$ cat src/rtl/mul_div_unit.sv
// Iterative 32-bit multiply/divide unit with HI/LO registers (MULTU, MULT, DIVU, DIV, MTHI, MTLO).
// Define MULDIV_DIVIDE_EN to build the divider; without it, divide ops complete via FIX with hi/lo unchanged.
module mul_div_unit #(
    parameter int unsigned WIDTH = 32
) (
    input  logic             clock,
    input  logic             reset,
    input  logic             start,
    input  logic [1:0]       op,
    input  logic [WIDTH-1:0] operandA,
    input  logic [WIDTH-1:0] operandB,
    input  logic             writeHi,
    input  logic             writeLo,
    input  logic [WIDTH-1:0] writeData,
    output logic             busy,
    output logic             done,
    output logic [WIDTH-1:0] hi,
    output logic [WIDTH-1:0] lo
);

    localparam int unsigned W  = WIDTH;
    localparam int unsigned CW = 5;

    typedef enum logic [1:0] {IDLE, RUN, FIX} state_t;

    state_t          state;
    logic [CW-1:0]   count;
    logic [2*W-1:0]  acc;
    logic [W-1:0]    mcand;
    logic            is_div;
    logic            neg_q;

    logic            a_neg;
    logic            b_neg;
    logic [W-1:0]    a_mag;
    logic [W-1:0]    b_mag;
    logic [W:0]      mul_sum;
    logic [2*W-1:0]  mul_next;
    logic [2*W-1:0]  prod_fix;

    // Operand magnitudes; op[0] selects the signed variants.
    always_comb begin
        a_neg = op[0] & operandA[W-1];
        b_neg = op[0] & operandB[W-1];
        a_mag = a_neg ? W'(-operandA) : operandA;
        b_mag = b_neg ? W'(-operandB) : operandB;
    end

    // Shift-add step: multiplier sits in acc low half, partial product accumulates in the high half.
    always_comb begin
        mul_sum  = {1'b0, acc[2*W-1:W]} + (acc[0] ? {1'b0, mcand} : (W+1)'(0));
        mul_next = {mul_sum, acc[W-1:1]};
        prod_fix = neg_q ? (2*W)'(-acc) : acc;
    end

`ifdef MULDIV_DIVIDE_EN
    logic            neg_r;
    logic            div0;
    logic [W:0]      trial;
    logic [W:0]      diff;
    logic            q_bit;
    logic [2*W-1:0]  div_next;
    logic [W-1:0]    quo_fix;
    logic [W-1:0]    rem_fix;

    // Restoring step: remainder in the high half, dividend shifts out / quotient shifts in at the low half.
    always_comb begin
        trial    = acc[2*W-1:W-1];
        diff     = trial - {1'b0, mcand};
        q_bit    = (trial >= {1'b0, mcand});
        div_next = {(q_bit ? diff[W-1:0] : trial[W-1:0]), acc[W-2:0], q_bit};
        quo_fix  = div0 ? '1 : (neg_q ? W'(-acc[W-1:0]) : acc[W-1:0]);
        rem_fix  = neg_r ? W'(-acc[2*W-1:W]) : acc[2*W-1:W];
    end
`endif

    always_ff @(posedge clock) begin
        if (reset) begin
            state  <= IDLE;
            count  <= '0;
            acc    <= '0;
            mcand  <= '0;
            is_div <= 1'b0;
            neg_q  <= 1'b0;
            busy   <= 1'b0;
            done   <= 1'b0;
            hi     <= '0;
            lo     <= '0;
`ifdef MULDIV_DIVIDE_EN
            neg_r  <= 1'b0;
            div0   <= 1'b0;
`endif
        end else begin
            done <= 1'b0;
            case (state)
                IDLE: begin
                    if (start) begin
                        is_div <= op[1];
                        count  <= CW'(31);
                        busy   <= 1'b1;
                        neg_q  <= a_neg ^ b_neg;
                        if (op[1]) begin
`ifdef MULDIV_DIVIDE_EN
                            acc   <= {{W{1'b0}}, a_mag};
                            mcand <= b_mag;
                            neg_r <= a_neg;
                            div0  <= (operandB == '0);
                            state <= RUN;
`else
                            state <= FIX;
`endif
                        end else begin
                            acc   <= {{W{1'b0}}, b_mag};
                            mcand <= a_mag;
                            state <= RUN;
                        end
                    end else begin
                        if (writeHi) hi <= writeData;
                        if (writeLo) lo <= writeData;
                    end
                end
                RUN: begin
`ifdef MULDIV_DIVIDE_EN
                    acc <= is_div ? div_next : mul_next;
`else
                    acc <= mul_next;
`endif
                    count <= count - CW'(1);
                    if (count == '0) state <= FIX;
                end
                FIX: begin
                    state <= IDLE;
                    busy  <= 1'b0;
                    done  <= 1'b1;
                    if (!is_div) begin
                        hi <= prod_fix[2*W-1:W];
                        lo <= prod_fix[W-1:0];
                    end
`ifdef MULDIV_DIVIDE_EN
                    else begin
                        hi <= rem_fix;
                        lo <= quo_fix;
                    end
`endif
                end
                default: begin
                    state <= IDLE;
                    busy  <= 1'b0;
                end
            endcase
        end
    end

endmodule

$ cat config.mk
export PLATFORM = sky130hd
export DESIGN_NAME = mul_div_unit
export DESIGN_NICKNAME = d
export VERILOG_FILES = /design/src/rtl/mul_div_unit.sv
export SDC_FILE = /design/constraint.sdc
export NUM_CORES = 1
export LEC_CHECK = 0
export ABC_CLOCK_PERIOD_IN_PS = 4500
export CORE_AREA = 2 2 140 142
export DETAILED_ROUTE_END_ITERATION = 8
export DIE_AREA = 0 0 142 144
export HOLD_SLACK_MARGIN = 0.05
export PLACE_DENSITY_LB_ADDON = 0.1
export SYNTH_ARGS = -nofsm -noshare
export SYNTH_HDL_FRONTEND = slang
export SYNTH_SLANG_ARGS = --single-unit
$ cat constraint.sdc
create_clock -name clock -period 4.5 [get_ports clock]
set_input_delay 0.9 -clock clock [delete_from_list [all_inputs] [get_ports clock]]
set_output_delay 0.9 -clock clock [all_outputs]
set_load 0.005 [all_outputs]
Yosys cells after proc, flatten, opt, wreduce, memory -nomap -nowiden

Index checks and enable logic that the tools add are counted.

Add/subtract/negate cells: 5
Equal/unequal tests: 9
Mux-type cells: 24
Bitwise operators: 5
Reductions and logical operators: 12

Operator list:

| operator                                                            | count |
|---|---|
| 32-bit two-way mux                                                  | 9 |
| 64-bit two-way mux                                                  | 3 |
| 32-bit one-hot mux with 2 select lines                              | 2 |
| 64-bit one-hot mux with 2 select lines                              | 1 |
| 32-bit negation                                                     | 2 |
| 64-bit negation                                                     | 1 |
| 32-bit by 32-bit adder with 33-bit output                           | 1 |
| 2-bit inequality test (second input constant)                       | 7 |
| 5-bit one-hot mux with 2 select lines                               | 1 |
| 2-bit AND reduction                                                 | 4 |
| 4-bit AND reduction                                                 | 2 |
| 2-bit two-way mux                                                   | 3 |
| 3-bit AND reduction                                                 | 2 |
| 5-bit logical NOT                                                   | 1 |
| 5-bit two-way mux                                                   | 1 |
| 5-bit by 1-bit subtractor with 5-bit output (second input constant) | 1 |
| 2-bit one-hot mux with 2 select lines                               | 1 |
| 2-bit nonzero test                                                  | 2 |
| 1-bit bitwise AND                                                   | 2 |
| 2-bit by 1-bit == test with 1-bit output (second input constant)    | 1 |
| 2-bit == test (second input constant)                               | 1 |
| 2-bit logical NOT                                                   | 1 |
| 1-bit two-way mux                                                   | 2 |
| 1-bit inverter                                                      | 2 |
| other kinds (2)                                                     | 2 |

Register bits: 171
Bits of input ports: 103
Output and inout port bits: 66
Word-level logic and storage cells: 65

Logic depth before layout (Yosys ltp)

Gate-level depths: netlist (run 1).

Depth in word-level cells: 5
Mapped depth: 13
Depth with buffers taken out: 11

Worst setup path before layout (run 1)

Ideal clock, no wire load.

Path kind: input-to-reg
Start point: in operandA[16]
End point: reg mcand[29]
Setup time: 86 ps
Arrival: 2936 ps
Required time: 4414 ps
Slack: 1479 ps
Stages: 7
Path buffers: 0
Cells stage by stage: or4_1 > or2_2 > nor4_1 > nand3b_1 > o41ai_1 > xor2_1 > a211oi_1

Word-level cells in the longest chain between the ends: 2

RTL lines:

| what                 | RTL line | text |
|---|---|---|
| start, declared      | 10       | `input logic [WIDTH-1:0] operandA,` |
| 32-bit negation      | 45       | `a_mag = a_neg ? W'(-operandA) : operandA;` |
| 32-bit two-way mux   | 45       |  |
| end signal, assigned | 114      | `mcand <= a_mag;` |
| end, declared        | 29       | `logic [W-1:0] mcand;` |

Every way passes these cells.
A chain may end at the register's enable or synchronous reset.

Worst setup path after layout (run 1)

Start point: reg acc[0]
End point: reg acc[60]

Word-level cells in the longest chain between the ends: 3

RTL lines:

| what                                      | RTL line | text |
|---|---|---|
| start, declared                           | 28       | `logic [2*W-1:0] acc;` |
| start signal, assigned                    | 113      | `acc <= {{W{1'b0}}, b_mag};` |
| start signal, assigned                    | 126      | `acc <= mul_next;` |
| 32-bit two-way mux                        | 51       | `mul_sum = {1'b0, acc[2*W-1:W]} + (acc[0] ? {1'b0, mcand} : (W+1)'(0));` |
| 32-bit by 32-bit adder with 33-bit output | 51       |  |
| 64-bit one-hot mux with 2 select lines    | 95       | `case (state)` |

Every way passes these cells.

==> impl_metrics.env, run 1 <==
export IMPL_post_cts_buffers=0
export IMPL_finalCritPeriodShare=0.774
export IMPL_ys_seq_area_frac=0.305
export IMPL_antenna_found_initial=0
export IMPL_first_pass_iters=6
export IMPL_dieArea_um2=20400
export IMPL_leakage_nw=5.04
export IMPL_ys_seq_elements=171
export IMPL_r2r_setup_slack_ns=1.02
export IMPL_report_final_slew_viol_count=0
export IMPL_timing_hold_ws_ns=0.455
export IMPL_p_per_area_nw_per_um2=373
export IMPL_cts_buffers=17
export IMPL_min_to="lo[26]"
export IMPL_cts_reportedPaths_clkPinSlew_ns=0.07
export IMPL_criticalPathCategory="register to register"
export IMPL_hold_class="register to register"
export IMPL_dr_first_iter_drc_count=1172
export IMPL_fillerInstances=1645
export IMPL_critPathRequiredTime_ns=4.88
export IMPL_die_h_um=144
export IMPL_skew_ns=0.00815
export IMPL_grt_max_degree=68
export IMPL_n_antenna_cell=0
export IMPL_syn_inst=1472
export IMPL_port_buffer_count=168
export IMPL_worstReg2RegEnd="acc[60]"
export IMPL_clk_path_buf_depth=2
export IMPL_dp_cells=1806
export IMPL_dp_hpwl_um=26300
export IMPL_whs_path_depth=2
export IMPL_hold_start="lo[26]"
export IMPL_rsz0062_at_grt="no"
export IMPL_track_usage=0.335
export IMPL_start_util=0.588
export IMPL_area_growth_pct=21.5
export IMPL_routabilityCongestion=1.00
export IMPL_cts_root_buf="clkbuf_16"
export IMPL_start_kind="register"
export IMPL_ant_nets=0
export IMPL_cap_violations=0
export IMPL_regToRegStartpoint="acc[0]"
export IMPL_first_global_vias=10200
export IMPL_end_kind="register"
export IMPL_multi_input_area_um2=7320
export IMPL_synth_edff_count=0
export IMPL_h_tree_depth=4
export IMPL_die_w_um=142
export IMPL_synthArstFlopShare=0
export IMPL_ys_warn_count=0
export IMPL_worstPathMaxFanout=30
export IMPL_synth_nets=1613
export IMPL_wl_per_cell_um=19.1
export IMPL_rows=51
export IMPL_fmax_mhz=287
export IMPL_finalPower_w=0.00507
export IMPL_critical_path_arrival_ns=3.86
export IMPL_cts_resized=0
export IMPL_ios=169
export IMPL_grt_pass1_wl_um=54100
export IMPL_clock_sinks=171
export IMPL_hold_viol_final=0
export IMPL_cts_hold_buf=0
export IMPL_ys_types=70
export IMPL_core_um2=19100
export IMPL_max_slew_margin=0.326
export IMPL_worstSkewPairLatency_ns=0.44
export IMPL_drcViolationCount=0
export IMPL_setup_viol=0
export IMPL_seq_area_um2=3420
export IMPL_outcome="completed"
export IMPL_drive_above_1_share=0.0513
export IMPL_post_drt_via_cell_ratio=6.37
export IMPL_vdd_drop_max_mv=0.301
export IMPL_vias=11700
export IMPL_fin_nets=1728
export IMPL_rr_worst_depth=10
export IMPL_tritoncts="done"
export IMPL_synth_ff_type="dfxtp_1"
export IMPL_tns_ns=0
export IMPL_netlist_area_um2=11200
export IMPL_syn_avg_cell_area_um2=7.62
export IMPL_worst_slew_pin_slew_ns=1.01
export IMPL_overflow=0
export IMPL_period_needed_ns=3.48
export IMPL_fin_cells=1838
export IMPL_routed_wl_um=35000
[worst max path at each step]
| stage | startpoint | endpoint | slack [ns] | cells past startpoint |
|---|---|---|---|---|
| after floorplan | operandA[16] | mcand[29] | 1.48 | 7 |
| after global placement | operandA[4] | mcand[29] | 0.75 | 8 |
| after detailed placement | operandA[2] | mcand[29] | 0.67 | 8 |
| after CTS | acc[0] | acc[60] | 1.09 | 10 |
| after global routing | acc[0] | acc[60] | 0.78 | 10 |
| final | acc[0] | acc[60] | 1.02 | 10 |
[per-stage QoR]
step,utilization,cell area (um2),setup WS [ns]
5_1_grt,0.714,13600,0.783
4_1_cts,0.714,13600,1.09
6_report,0.714,13600,1.02
2_1_floorplan,-,11200,1.48
3_5_place_dp,0.683,13000,0.671
3_3_place_gp,0.683,13000,0.753
[worst max-delay path, cell delays in order (launching register included)]
cell      delay (ns)
dfxtp_1         0.62
buf_4           0.35
and2_1          0.17
ha_1            0.23
o211ai_1        0.14
o21bai_1        0.34
o221ai_1        0.24
a21oi_1         0.47
a21oi_1         0.25
or4_1           0.51
nand3_1         0.09
[state kept, by name, indices dropped and copies added, names as in the netlist]
signal	cells
acc	64
busy	1
neg_q	1
is_div	1
count	5
lo	32
done	1
mcand	32
state	2
hi	32
[cell type report]
| type | count | area share |
|---|---|---|
| repair buffers | 190 | 0.135 |
| inverters | 37 | 0.0102 |
| multi-input cells | 1170 | 0.537 |
| clock buffers | 21 | 0.0338 |
| well taps | 238 | 0.0219 |
| clock inverters | 11 | 0.0100 |
| flip-flops and latches | 171 | 0.251 |
[cell families after synthesis]
group / after synthesis / share of synthesized area
AND/OR/NAND/NOR: 501 / 0.217
adder cells (fa/ha/maj): 38 / 0.0431
multiplexers: 5 / 0.00458
flip-flops: 171 / 0.305
AO/OA/AOI/OAI: 491 / 0.281
XOR/XNOR: 135 / 0.105
buffers and inverters: 131 / 0.0439
[where the power goes]
part,internal [W],total (W),switching (W)
Combinational,0.000682,0.00163,0.000951
Sequential,0.00172,0.00193,0.000203
Clock,0.000858,0.00152,0.000658
[per-layer routing]
metal,up-vias,GRT usage,part of all wire
met4,0,0.107,0.023
met2,605,0.506,0.43
li1,5616,-,-
met3,54,0.0662,0.10
met5,-,0,0
met1,5438,0.481,0.45
[cell usage after synthesis, drive strengths merged, types with 10 or more instances]
master / number / area (um2)
or4: 12 / 97.6
nand2: 144 / 541
or3: 20 / 136
o31ai: 23 / 173
ha: 37 / 463
and2: 39 / 244
a31oi: 24 / 150
a211oi: 38 / 285
nor4: 20 / 125
o21ai: 111 / 556
nand3: 31 / 155
a21oi: 137 / 686
a22oi: 27 / 203
nand4: 17 / 106
clkbuf: 86 / 323
o21a: 10 / 75.1
nor3: 31 / 160
xor2: 62 / 543
nor2: 138 / 518
o22ai: 13 / 81.3
xnor2: 73 / 639
o41ai: 19 / 166
and3: 14 / 92.6
dfxtp: 171 / 3420
inv: 36 / 135
[placed cells by master (no fill, tap or decap), types with 8 or more instances in the layout]
cell and count:
dfxtp_1 171, clkdlybuf4s50_1 167, nand2_1 144, a21oi_1 137, nor2_1 134, o21ai_0 110
xnor2_1 73, xor2_1 62, and2_1 39, a211oi_1 38, ha_1 37, inv_1 36
nand3_1 31, nor3_1 30, a22oi_1 27, a31oi_1 24, o31ai_1 23, buf_4 23
nor4_1 20, o41ai_1 19, nand4_1 17, or3_1 17, clkbuf_16 17, and3_1 13
o22ai_1 13, o21a_1 10, or4_1 10, a21o_1 8, nand2b_1 8, a211o_1 8
Power figures use the tool's default switching activity.
==> inputs of run 2 (changes only) <==
- ABC_CLOCK_PERIOD_IN_PS: 4500 -> 3000
- CORE_AREA: 2 2 140 142 -> 2 2 153 155
- DIE_AREA: 0 0 142 144 -> 0 0 155 157
- clock period: 4.5 -> 3 ns (I/O delays scaled with it)
==> run 2 against run 1 <==
Net effect: sequential share of layout area is 1.3 points lower; die area is 19% higher; sequential power is 48% higher; utilization is 7.5 points lower; first-iteration DRC count is 7.7% lower; setup slack worse by 0.97 ns; final area is 5.6% higher; wire length is 5.2% higher; total power is 58% higher; register-to-register slack worse by 0.97 ns; largest power group unchanged.
==> impl_metrics.env, run 2 (same netlist as run 1, synthesis figures left out) <==
export IMPL_max_slew_margin=0.466
export IMPL_period_needed_ns=2.95
export IMPL_fillerInstances=2002
export IMPL_worst_slew_pin_slew_ns=0.799
export IMPL_grt_max_degree=93
export IMPL_fmax_mhz=339
export IMPL_hold_class="input port to register"
export IMPL_multi_input_area_um2=7350
export IMPL_largest_register="acc"
export IMPL_n_antenna_cell=0
export IMPL_critPathRequiredTime_ns=3.35
export IMPL_port_buffer_count=168
export IMPL_post_drt_via_cell_ratio=6.04
export IMPL_die_w_um=155
export IMPL_seq_area_um2=3430
export IMPL_worstSkewPairLatency_ns=0.44
export IMPL_report_final_slew_viol_count=0
export IMPL_skew_ns=0.0107
export IMPL_power_frac_seq=0.357
export IMPL_routabilityCongestion=0.953
export IMPL_antenna_found_initial=0
export IMPL_dr_first_iter_drc_count=1082
export IMPL_cts_buffers=17
export IMPL_p_clk_frac=0.305
export IMPL_fin_nets=1801
export IMPL_swShare=0.350
export IMPL_dieArea_um2=24300
export IMPL_grt_pass1_wl_um=57800
export IMPL_p_int_w=0.00521
export IMPL_core_um2=22500
export IMPL_cts_root_buf="clkbuf_16"
export IMPL_cap_violations=0
export IMPL_area_growth_pct=28.3
export IMPL_final_common_cell="dfxtp_1"
export IMPL_die_h_um=157
export IMPL_p_switching_w=0.00280
export IMPL_setup_viol=0
export IMPL_first_global_vias=10700
export IMPL_outcome="completed"
export IMPL_drive_above_1_share=0.0974
export IMPL_hold_viol_final=0
export IMPL_largest_reg_flops=64
export IMPL_wl_per_cell_um=18.8
export IMPL_worstPathMaxFanout=4
export IMPL_ant_nets=0
export IMPL_end_kind="register"
export IMPL_layout_common_cells="dfxtp_1, clkdlybuf4s50_1, nand2_1"
export IMPL_finalCritPeriodShare=0.983
export IMPL_clock_sinks=171
export IMPL_r2r_setup_slack_ns=0.05
export IMPL_vias=11800
export IMPL_rsz0062_at_grt="yes"
export IMPL_tritoncts="done"
export IMPL_dp_hpwl_um=28000
export IMPL_cts_hold_buf=0
export IMPL_overflow=0
export IMPL_p_per_area_nw_per_um2=557
export IMPL_final_util=0.639
export IMPL_criticalPathCategory="register to register"
export IMPL_vdd_drop_max_mv=0.368
export IMPL_track_usage=0.298
export IMPL_critical_path_arrival_ns=3.30
export IMPL_h_tree_depth=4
export IMPL_start_kind="register"
export IMPL_finalPower_w=0.00801
export IMPL_hold_start="reset"
export IMPL_start_util=0.498
export IMPL_combPwrFrac=0.338
export IMPL_rows=55
export IMPL_post_cts_buffers=0
export IMPL_cts_reportedPaths_clkPinSlew_ns=0.07
export IMPL_drcViolationCount=0
export IMPL_startpoint="acc[30]"
export IMPL_first_pass_iters=5
export IMPL_routed_wl_um=36800
export IMPL_regToRegStartpoint="acc[30]"
export IMPL_clk_path_buf_depth=2
export IMPL_leakage_nw=5.45
export IMPL_ios=169
run 2: layout make-up:
cell class,count,area share
Clock buffer,18,0.0305
Clock inverter,14,0.0144
Inverter,37,0.00966
Multi-Input combinational cell,1170,0.511
Sequential cell,171,0.238
Tap cell,285,0.0248
Timing Repair Buffer,263,0.171
run 2: power groups by stage:
stage | combinational (W) | sequential, W | clock (W)
after detailed placement | 0.00264 | 0.00290 | 0
after floorplan | 0.00154 | 0.00282 | 0
after global routing | 0.00295 | 0.00290 | 0.00255
after global placement | 0.00261 | 0.00289 | 0
after CTS | 0.00265 | 0.00285 | 0.00246
final | 0.00271 | 0.00286 | 0.00244
run 2: repair_timing:
action	CTS	global route
pin swaps	0	1
resized for setup	1	9
setup endpoints to repair	1	14
cloned	0	1
run 2: critical path, cell delays in order, from the launching register on:
cell,delay [ns]
dfxtp_1,0.32
or4_4,0.57
or3_4,0.36
or3b_4,0.40
or3_4,0.39
or4_4,0.45
and3_4,0.20
o32ai_2,0.18
run 2: layer usage:
metal / track usage / part of all wire
met1: 0.442 / 0.46
met2: 0.450 / 0.43
met3: 0.0416 / 0.089
met4: 0.0825 / 0.019
met5: 0 / 0
run 2: metrics by stage:
stage               hold slack [ns]  instance area [um2]  setup TNS (ns)  setup WS, ns  cells
floorplan                     0.432                11200               0        0.0320   1472
global placement              0.440                13700          -0.689        -0.156   1925
detailed placement            0.449                13700           -1.09        -0.245   1925
CTS                           0.440                14300               0        0.0707   1957
global route                  0.455                14400        -0.00525      -0.00525   1958
finish                        0.452                14400               0        0.0514   1958
run 2: final timing paths:
kind | to | cells after the start
max reg2reg | hi[26] | 7
min | neg_q | 2
max | hi[26] | 7
min reg2reg | mcand[31] | 2
==> inputs of run 3 (changes only) <==
- CELL_PAD_IN_SITES_DETAIL_PLACEMENT: unset -> 0
- CELL_PAD_IN_SITES_GLOBAL_PLACEMENT: unset -> 1
- CORE_AREA: 2 2 153 155 -> 2 2 178 180
- DIE_AREA: 0 0 155 157 -> 0 0 180 182
==> run 3 against run 2 <==
Net effect: worst hold slack got worse by 0.023 ns; combinational power is 5% higher; total power is 1.7% lower; sequential cell count stayed put; setup slack improved by 0.031 ns; global-route usage fell by 5.7 points; non-clock buffer count increased by 26; sequential share of layout area decreased by 0.41 points; first-iteration DRC count increased by 6.0%; critical endpoint unchanged; largest cell class unchanged; largest power group is now combinational cells.
==> impl_metrics.env, run 3 (same netlist as run 1, synthesis figures left out) <==
export IMPL_leakage_nw=5.54
export IMPL_ant_nets=0
export IMPL_area_growth_pct=30.4
export IMPL_end_kind="register"
export IMPL_period_needed_ns=2.92
export IMPL_die_h_um=182
export IMPL_top_layer_used="met5"
export IMPL_cts_buffers=17
export IMPL_wl_met2_um=16700
export IMPL_wl_per_cell_um=19.3
export IMPL_critical_path_buf_inv_count=0
export IMPL_routed_wl_um=40500
export IMPL_rows=65
export IMPL_criticalPathCategory="register to register"
export IMPL_vias=11800
export IMPL_setup_viol=0
export IMPL_port_buffer_count=168
export IMPL_dieArea_um2=32800
export IMPL_cts_resized=0
export IMPL_post_cts_buffers=0
export IMPL_max_slew_margin=0.536
export IMPL_skew_ns=0.0121
export IMPL_routabilityCongestion=0.887
export IMPL_design_area_um2=14600
export IMPL_grt_pass1_wl_um=62300
export IMPL_dp_hpwl_um=31700
export IMPL_cts_reportedPaths_clkPinSlew_ns=0.07
export IMPL_worstSkewPairLatency_ns=0.44
export IMPL_finalCritPeriodShare=0.972
export IMPL_critical_path_arrival_ns=3.28
export IMPL_final_common_cell="dfxtp_1"
export IMPL_max_stage_delay_ns=0.53
export IMPL_first_pass_iters=5
export IMPL_dr_first_iter_drc_count=1147
export IMPL_drcViolationCount=0
export IMPL_dp_slack_ns=-0.166
export IMPL_hold_viol_final=0
export IMPL_cts_hold_buf=0
export IMPL_worst_slew_pin_slew_ns=0.694
export IMPL_p_per_area_nw_per_um2=538
export IMPL_worstPathMaxFanout=4
export IMPL_die_w_um=180
export IMPL_report_final_slew_viol_count=0
export IMPL_outcome="completed"
export IMPL_drive_above_1_share=0.110
export IMPL_track_usage=0.241
export IMPL_h_tree_depth=4
export IMPL_crit_chain="or4_4 -> or3_4 -> or3b_4 -> or3_4 -> or4_4 -> and3_4 -> o32ai_2"
export IMPL_start_util=0.362
export IMPL_overflow=0
export IMPL_grt_max_degree=68
export IMPL_critPathRequiredTime_ns=3.36
export IMPL_start_kind="register"
export IMPL_tritoncts="done"
export IMPL_fin_nets=1827
export IMPL_antenna_found_initial=2
export IMPL_largest_register="acc"
export IMPL_ios=169
export IMPL_fmax_mhz=343
export IMPL_cap_violations=0
export IMPL_largest_reg_flops=64
export IMPL_layout_common_cells="dfxtp_1, clkdlybuf4s50_1, nand2_1"
export IMPL_cts_root_buf="clkbuf_16"
export IMPL_core_um2=31000
export IMPL_place_area_um2=14000
export IMPL_drt_met1_wl_um=20600
export IMPL_wl_met3_um=2560
export IMPL_post_drt_via_cell_ratio=5.60
export IMPL_worst_slack_ns=0.0826
export IMPL_first_global_vias=10700
export IMPL_clock_sinks=171
export IMPL_vdd_drop_max_mv=0.411
export IMPL_critPathTopFamily="simple AND/OR/NAND/NOR gates"
export IMPL_crit_slowest_cell="or4_4"
export IMPL_clk_path_buf_depth=2
export IMPL_hold_class="input port to register"
export IMPL_n_antenna_cell=0
run 3: cell count changes in the layout (fill, tap and decap cells not counted), sizes merged:
cell    change
buf        +27
bufinv      -3
clkbuf      +1
clkinv      +1
inv         -1
run 3: through the flow:
stage | TNS (ns) | hold WS [ns] | instances | utilization | total power, W
3_3_place_gp | -0.378 | 0.441 | 2069 | 0.452 | 0.00566
4_1_cts | 0 | 0.410 | 2100 | 0.471 | 0.00789
2_1_floorplan | 0 | 0.432 | 1472 | - | 0.00436
3_5_place_dp | -0.534 | 0.441 | 2069 | 0.452 | 0.00568
6_report | 0 | 0.428 | 2100 | 0.472 | 0.00787
5_1_grt | -0.00756 | 0.423 | 2100 | 0.472 | 0.00830
run 3: metal layers:
layer | vias to the layer above | track usage
li1 | 5809 | -
met1 | 5511 | 0.369
met2 | 406 | 0.352
met3 | 35 | 0.0369
met4 | 4 | 0.0514
met5 | - | 0
run 3: path summary, 6_finish.rpt:
check	startpoint	to	slack, ns	cells past startpoint
setup / recovery	acc[32]	hi[26]	0.08	7
hold / removal	reset	lo[31]	0.43	2
setup reg to reg	acc[32]	hi[26]	0.08	7
hold reg to reg	lo[17]	lo[17]	0.46	1
run 3: power breakdown:
group          total (W)  switching (W)  leakage (nW)  internal (W)
sequential       0.00282       0.000239          1.40       0.00258
clock            0.00221        0.00101         0.271       0.00120
combinational    0.00284        0.00161          3.87       0.00123
total            0.00787        0.00286          5.54       0.00501
run 3: area by class of cell:
type | instances | area, um2
Clock buffer | 20 | 457
Clock inverter | 11 | 113
Fill cell | 3115 | 16400
Inverter | 37 | 139
Multi-Input combinational cell | 1170 | 7350
Sequential cell | 171 | 3420
Tap cell | 402 | 503
Timing Repair Buffer | 289 | 2630
